[src/rtl/partchk_pkg.sv]
// Shared definitions for the partition exhaustive checker: FSM state
// encoding, result-width helper and a popcount used by the error accumulator.
package partchk_pkg;

    // FSM state set (IDLE, HOLD, SAMPLE, DONE), encoded as plain 2-bit constants.
    typedef logic [1:0] state_t;
    localparam state_t ST_IDLE   = 2'd0;
    localparam state_t ST_HOLD   = 2'd1;
    localparam state_t ST_SAMPLE = 2'd2;
    localparam state_t ST_DONE   = 2'd3;

    // Width of the bit-flip accumulator: 2^num_pi vectors, each with up to num_po flips.
    function automatic int errbit_w(input int num_pi, input int num_po);
        return num_pi + $clog2(num_po + 1);
    endfunction

    // Population count over up to 32 bits; callers zero-extend narrower buses.
    function automatic logic [5:0] popcount(input logic [31:0] v);
        logic [5:0] c;
        c = '0;
        for (int i = 0; i < 32; i++) c = c + 6'(v[i]);
        return c;
    endfunction

endpackage

[src/rtl/partchk_err_acc.sv]
// Per-vector compare of exact vs approximate outputs and the error-metric
// accumulators. Optional first-failure capture when PARTCHK_FIRST_FAIL_EN is defined.
module partchk_err_acc
    import partchk_pkg::*;
#(
    parameter int NUM_PI = 7,
    parameter int NUM_PO = 4
) (
    input  logic                                  clk,
    input  logic                                  rst_n,
    input  logic                                  clr,
    input  logic                                  en,
    input  logic [NUM_PI-1:0]                     vec,
    input  logic [NUM_PO-1:0]                     po_exact,
    input  logic [NUM_PO-1:0]                     po_approx,
    output logic [NUM_PI:0]                       err_vec_cnt,
    output logic [errbit_w(NUM_PI, NUM_PO)-1:0]   err_bit_cnt,
    output logic [NUM_PO-1:0]                     max_abs_err
`ifdef PARTCHK_FIRST_FAIL_EN
    ,
    output logic                                  first_fail_valid,
    output logic [NUM_PI-1:0]                     first_fail_vec,
    output logic [NUM_PO-1:0]                     first_fail_po
`endif
);

    localparam int BW = errbit_w(NUM_PI, NUM_PO);

    logic [NUM_PO-1:0] diff_bits;
    logic              mismatch;
    logic [NUM_PO:0]   sub;
    logic [NUM_PO:0]   abs_full;
    logic [NUM_PO-1:0] abs_err;
    logic [5:0]        flips;

    // Difference taken one bit wider so the sign is visible; magnitude always fits NUM_PO bits.
    always_comb begin
        diff_bits = po_exact ^ po_approx;
        mismatch  = |diff_bits;
        sub       = {1'b0, po_exact} - {1'b0, po_approx};
        abs_full  = sub[NUM_PO] ? (~sub + {{NUM_PO{1'b0}}, 1'b1}) : sub;
        abs_err   = abs_full[NUM_PO-1:0];
        flips     = popcount(32'(diff_bits));
    end

    // Accumulators: cleared on sweep start, updated once per SAMPLE strobe.
    always_ff @(posedge clk or negedge rst_n) begin
        if (!rst_n) begin
            err_vec_cnt <= '0;
            err_bit_cnt <= '0;
            max_abs_err <= '0;
        end else if (clr) begin
            err_vec_cnt <= '0;
            err_bit_cnt <= '0;
            max_abs_err <= '0;
        end else if (en) begin
            err_vec_cnt <= err_vec_cnt + (NUM_PI+1)'(mismatch);
            err_bit_cnt <= err_bit_cnt + BW'(flips);
            if (abs_err > max_abs_err) max_abs_err <= abs_err;
        end
    end

`ifdef PARTCHK_FIRST_FAIL_EN
    // Latch the first mismatching vector of the sweep and hold it.
    always_ff @(posedge clk or negedge rst_n) begin
        if (!rst_n) begin
            first_fail_valid <= 1'b0;
            first_fail_vec   <= '0;
            first_fail_po    <= '0;
        end else if (clr) begin
            first_fail_valid <= 1'b0;
            first_fail_vec   <= '0;
            first_fail_po    <= '0;
        end else if (en && mismatch && !first_fail_valid) begin
            first_fail_valid <= 1'b1;
            first_fail_vec   <= vec;
            first_fail_po    <= po_approx;
        end
    end
`endif

endmodule

[config.mk]
export PLATFORM = sky130hd
export DESIGN_NAME = partchk_err_acc
export DESIGN_NICKNAME = d
export VERILOG_FILES = /design/src/rtl/partchk_pkg.sv /design/src/rtl/partchk_err_acc.sv
export SDC_FILE = /design/constraint.sdc
export NUM_CORES = 1
export LEC_CHECK = 0
export CORE_MARGIN = 1
export CORE_UTILIZATION = 47
export CTS_CLUSTER_SIZE = 12
export DETAILED_ROUTE_END_ITERATION = 8
export PLACE_DENSITY = 0.81
export SKIP_CTS_REPAIR_TIMING = 1
export SYNTH_ARGS = -nofsm -noshare
export SYNTH_HDL_FRONTEND = slang
export SYNTH_SLANG_ARGS = --single-unit
[constraint.sdc]
create_clock -name clk -period 2.9 [get_ports clk]
set_input_delay 0.58 -clock clk [delete_from_list [all_inputs] [get_ports clk]]
set_output_delay 0.58 -clock clk [all_outputs]
set_load 0.02 [all_outputs]
==> flow_summary.json, run 1 <==
{
  "place_congestion": 0.7792,
  "outcome": "finished with violations",
  "grt_max_degree": 23,
  "die_h_um": 56.75,
  "placed_cell_area_um2": 1907,
  "die_area_um2": 3221,
  "grt_pass1_vias": 1288,
  "synth-edff-count": 0,
  "rows": 19,
  "finalCritPeriodShare_pct": 100.7,
  "yosysWarnings": 0,
  "worst-path-max-fanout": 4,
  "initial_core_util_pct": 50.22,
  "slew_violations": 0,
  "grt_overflow": 0,
  "vias": 1199,
  "hold_path_class": "reg -> reg",
  "ctsLongestPathBuffers": 2,
  "drt_wl_total_um": 3181,
  "cts_buffers": 3,
  "fin_ws_ns": -0.01930,
  "drtIter0Drc": 22,
  "cts_tree": "built",
  "area_growth_pct": 44.14,
  "grt_pass1_wl_um": 5533,
  "whs_endpoint": "err_bit_cnt[9]",
  "synth_common_cells": "dfrtp_1 (22), nor2_1 (20), inv_1 (15)",
  "startpoint_type": "primary input",
  "clock_skew_ns": 0.005744,
  "coreArea_um2": 2805,
  "violations": "design-rule violations, negative setup slack",
  "r2r_start": "err_bit_cnt[0]",
  "max_freq_ghz": 0.3425,
  "synth_top_area_share_pct": 39.08,
  "path_clk_slew_ns": 0.12,
  "nNetsFinal": 227,
  "yosysSeqAreaShare_pct": 39.08,
  "layout-drive-gt1-share_pct": 21.47,
  "timing.hold.ws_ns": 0.5660,
  "numPortBuffers": 33,
  "finalHoldViolations": 0,
  "required_ns": 3.11,
  "hold_start": "err_bit_cnt[9]",
  "setup_viol": 1,
  "critPathKind": "in -> reg",
  "ys_seq_elements": 22,
  "cts-root-buf": "clkbuf_4",
  "stdcell_area_um2": 2031,
  "grt_use_total_pct": 21.92,
  "dp_hpwl_um": 2375,
  "num_io_pins": 41,
  "avgSynthCellArea_um2": 9.921,
  "rr_worst_depth": 10,
  "htree_levels": 1,
  "clkSinkCount": 22,
  "worstReg2RegEnd": "err_bit_cnt[6]",
  "dr.pass1.iters": 8,
  "pre_cts_ws_ns": -0.8250,
  "ir_drop_uv": 282.0,
  "drv_cap": 0,
  "holdPathStages": 2,
  "yosysTopAreaCell": "dfrtp_1",
  "synthDistinctLibCells": 28,
  "synth_cells": 142,
  "r2r_slack_ns": 0.38,
  "syn_nets": 177,
  "min_period_ns": 2.919,
  "rsz0062_at_grt": "true",
  "powerDensity_nw_per_um2": 531.3,
  "remaining_drc_errors": 2,
  "synth_area_um2": 1409,
  "wl_per_cell_um": 14.33,
  "vias_per_cell": 5.401,
  "synth_most_common_cell": "dfrtp_1",
  "endpoint_kind": "flop",
  "antenna_left": 0,
  "synthArstFlopShare_pct": 100.0,
  "clock_latency_ns": 0.30,
  "slew_headroom_pct": 74.49,
  "worstPathArrival_ns": 3.12,
  "antenna_found_initial": 0,
  "diodes": 0,
  "synth_ff_type": "dfrtp_1",
  "power_leakage_uw": 0.0009515,
  "postLayoutCoreUtil_pct": 72.39,
  "die_w_um": 56.75,
  "ys_top_cells_by_area": "dfrtp_1 (39%), ha_1 (11%), xor2_1 (6.2%)",
  "tightest_slew_ns": 0.3822
}
==> worst max path at each step <==
stage	startpoint	endpoint	slack [ns]	cells past startpoint
finish	po_exact[0]	max_abs_err[2]	-0.02	13
global route	po_exact[0]	max_abs_err[2]	-0.15	13
CTS	po_exact[0]	max_abs_err[2]	-0.49	14
detailed placement	po_exact[0]	max_abs_err[2]	-0.82	14
global placement	po_exact[0]	max_abs_err[3]	-0.68	14
floorplan	po_exact[0]	max_abs_err[0]	-0.02	13
==> cell usage in the layout, fill, tap and decap left out <==
cell type	count
a211oi_2	1
a21o_1	1
a21oi_1	6
a21oi_2	1
a21oi_4	1
a221oi_2	1
and3_1	2
buf_4	15
buf_8	1
clkbuf_2	1
clkbuf_4	3
clkbuf_8	1
clkdlybuf4s50_1	27
dfrtp_1	22
dlymetal6s2s_1	4
fa_1	3
fa_2	1
ha_1	7
ha_4	5
inv_1	10
inv_12	1
inv_2	4
mux2_4	1
mux2i_1	8
nand2_1	9
nand3_1	3
nand4_1	5
nor2_1	20
nor2b_1	1
nor2b_4	1
nor3_2	1
o2111ai_1	1
o211ai_1	1
o21ai_0	4
o21ai_1	1
or3_1	3
xnor2_1	2
xnor2_2	1
xnor3_2	1
xor2_1	10
==> worst max-delay path, stage by stage <==
cell,delay (ns)
buf_8,0.11
inv_12,0.04
ha_4,0.11
inv_2,0.04
fa_2,0.38
a21o_1,0.25
a221oi_2,0.30
xnor3_2,0.33
ha_4,0.29
o211ai_1,0.13
a21oi_4,0.26
mux2i_1,0.23
nor2_1,0.06
==> flip-flops by register name, summed over array words and instances, names as in the netlist <==
name	flops
max_abs_err	4
err_vec_cnt	8
err_bit_cnt	10
==> cells by family after synthesis <==
group	share of synthesized area, %
compound gates	8.704
xor+xnor	9.680
fa+ha+maj	16.34
buf+inv	4.884
flops	39.08
mux	6.483
simple gates	14.83
==> per-stage QoR <==
stage	instances	setup TNS [ns]	power [µW]
finish	222	-0.01930	1079
detailed placement	216	-7.053	866.7
CTS	220	-3.090	1033
global route	222	-0.4717	1160
global placement	216	-6.338	833.0
floorplan	142	-0.07948	674.1
==> routing by layer <==
| metal | GRT usage (%) | wire length, µm | up-vias |
|---|---|---|---|
| li1 | - | - | 579 |
| met1 | 26.85 | 1306 | 578 |
| met2 | 38.95 | 1681 | 32 |
| met3 | 3.687 | 120 | 10 |
| met4 | 7.317 | 72 | 0 |
| met5 | 0 | 0 | - |
==> area by class of cell <==
type                       count  area, µm²
inverter                      15      68.82
sequential                    22      550.5
multi-input combinational    102      883.3
fill                         208      774.5
tap                           31      38.79
timing repair buffer          48      452.9
clock buffer                   4      36.28
==> report_power, final <==
group / total, µW / internal, µW / switching (µW)
logic: 545 / 278 / 267
clock network: 165 / 76.6 / 88.1
registers: 369 / 337 / 32.1
total: 1080 / 692 / 387
Note: power is estimated with default switching activity, not from simulation.
==> inputs of run 2 (changes only) <==
--- a/config.mk
+++ b/config.mk
@@ -11,6 +11,7 @@
 export DETAILED_ROUTE_END_ITERATION = 8
 export PLACE_DENSITY = 0.81
 export SKIP_CTS_REPAIR_TIMING = 1
+export SLEW_MARGIN = 5
 export SYNTH_ARGS = -nofsm -noshare
 export SYNTH_HDL_FRONTEND = slang
 export SYNTH_SLANG_ARGS = --single-unit
==> results of run 2 <==
Final layout, timing and power as in run 1 (identical DEF).
==> inputs of run 3 (changes only) <==
--- a/config.mk
+++ b/config.mk
@@ -9,8 +9,10 @@
 export CORE_UTILIZATION = 47
 export CTS_CLUSTER_SIZE = 12
 export DETAILED_ROUTE_END_ITERATION = 8
+export GPL_TIMING_DRIVEN = 0
 export PLACE_DENSITY = 0.81
 export SKIP_CTS_REPAIR_TIMING = 1
+export SKIP_LAST_GASP = 1
 export SLEW_MARGIN = 5
 export SYNTH_ARGS = -nofsm -noshare
 export SYNTH_HDL_FRONTEND = slang
==> flow_summary.json, run 3 (synthesized netlist as in run 1, its figures left out) <==
{
  "outcome": "finished with violations",
  "violations": "design-rule violations, negative setup slack",
  "num_io_pins": 41,
  "r2r_start": "err_bit_cnt[0]",
  "cts-root-buf": "clkbuf_4",
  "vias": 1164,
  "hold_path_class": "reg -> reg",
  "hold_start": "err_bit_cnt[0]",
  "powerDensity_nw_per_um2": 518.1,
  "numPortBuffers": 33,
  "layout.cells.non_filler": 209,
  "endpoint_kind": "flop",
  "use_met2_pct": 38.27,
  "grt_use_total_pct": 20.22,
  "drt_wl_total_um": 2993,
  "tightest_slew_ns": 0.9360,
  "pre_cts_ws_ns": -0.8492,
  "worstPathArrival_ns": 3.11,
  "met3_usage_pct": 2.995,
  "coreArea_um2": 2805,
  "antenna_left": 0,
  "drtIter0Drc": 26,
  "die_area_um2": 3221,
  "holdPathStages": 2,
  "cts_tree": "built",
  "fin_ws_ns": -0.04117,
  "power_leakage_uw": 0.0008738,
  "clock_latency_ns": 0.29,
  "initial_core_util_pct": 50.22,
  "grt_pass1_vias": 1265,
  "slew_violations": 0,
  "r2r_slack_ns": 0.53,
  "whs_endpoint": "err_bit_cnt[0]",
  "final_cell_mix": "clkdlybuf4s50_1 (27), dfrtp_1 (22), nor2_1 (20)",
  "layout-drive-gt1-share_pct": 17.42,
  "slew_headroom_pct": 37.40,
  "min_period_ns": 2.941,
  "rr_worst_depth": 10,
  "nNetsFinal": 215,
  "max_freq_ghz": 0.3400,
  "ctsLongestPathBuffers": 2,
  "grt_pass1_wl_um": 5161,
  "dp_cells": 206,
  "largest_reg_flops": 10,
  "htree_levels": 1,
  "antenna_found_initial": 0,
  "top_usage_layer": "met2",
  "grt_max_degree": 23,
  "top_register": "err_bit_cnt",
  "clock_skew_ns": 0.006514,
  "clkSinkCount": 22,
  "area_growth_pct": 38.28,
  "path_clk_slew_ns": 0.11,
  "reg_top3": "err_bit_cnt: 10 flops, err_vec_cnt: 8 flops, max_abs_err: 4 flops",
  "critPathKind": "in -> reg",
  "required_ns": 3.07,
  "vias_per_cell": 5.569,
  "cts_buffers": 3,
  "setup_viol": 4,
  "dr.pass1.iters": 6,
  "worstReg2RegEnd": "err_bit_cnt[6]",
  "finalCritPeriodShare_pct": 101.4,
  "grt_overflow": 0,
  "startpoint_type": "primary input",
  "rsz0062_at_grt": "true",
  "layout_commonest_cell": "clkdlybuf4s50_1",
  "diodes": 0,
  "ir_drop_uv": 308.1,
  "rows": 19,
  "remaining_drc_errors": 2,
  "die_h_um": 56.75,
  "wl_per_cell_um": 14.32,
  "place_congestion": 0.8206,
  "drv_cap": 0,
  "die_w_um": 56.75,
  "dp_hpwl_um": 2301,
  "finalHoldViolations": 0,
  "worst-path-max-fanout": 4,
  "use_met1_pct": 23.48
}
run 3: cell types whose count changed in the layout (fill, tap and decap cells not counted), sizes merged:
cell	previous run	this run
buf	16	2
clkbuf	5	6
run 3: area by class of cell:
cell class	instances	area, µm²
multi-input cells	102	914.6
well taps	31	38.79
clock buffers	3	22.52
repair buffers	33	340.3
inverters	15	68.82
fillers	227	857.1
flip-flops and latches	22	550.5
plain buffers	3	12.51
run 3: routing by layer:
layer	vias up	wire length [µm]
li1	555	-
met1	567	1300
met2	38	1512
met3	4	154
met4	0	26
met5	-	0
run 3: power breakdown:
group / internal [µW] / switching, µW
sequential: 337 / 32.5
combinational: 250 / 261
clock: 48.3 / 80.4
run 3: through the flow:
stage | cell area (µm²) | hold slack, ns | util, % | setup TNS (ns) | total power [µW]
finish | 1948 | 0.5781 | 69.45 | -0.1070 | 1009
global route | 1948 | 0.6157 | 69.45 | -0.3904 | 1083
CTS | 1844 | 0.5836 | 65.74 | -3.602 | 960.7
detailed placement | 1822 | 0.5406 | 64.94 | -7.595 | 830.3
global placement | 1822 | 0.5294 | 64.94 | -6.742 | 799.3
floorplan | 1453 | 0.2844 | - | -0.07948 | 674.1
run 3: worst max-delay path, cell delays in order:
cell	delay (ns)
buf_8	0.11
inv_12	0.04
ha_4	0.11
inv_2	0.04
fa_2	0.37
a21o_4	0.26
a221oi_4	0.28
xnor3_2	0.35
ha_4	0.30
o211ai_1	0.13
a21oi_4	0.26
mux2i_1	0.23
nor2_1	0.06
run 3: worst max path at each step:
stage           startpoint             end  slack [ns]  cells after the start
3_3_place_gp   po_exact[0]  max_abs_err[3]       -0.74                     14
4_1_cts        po_exact[0]  max_abs_err[1]       -0.55                     14
3_5_place_dp   po_exact[0]  max_abs_err[1]       -0.85                     14
6_report       po_exact[0]  max_abs_err[1]       -0.04                     13
2_1_floorplan  po_exact[0]  max_abs_err[0]       -0.02                     13
5_1_grt        po_exact[0]  max_abs_err[1]        -0.1                     13
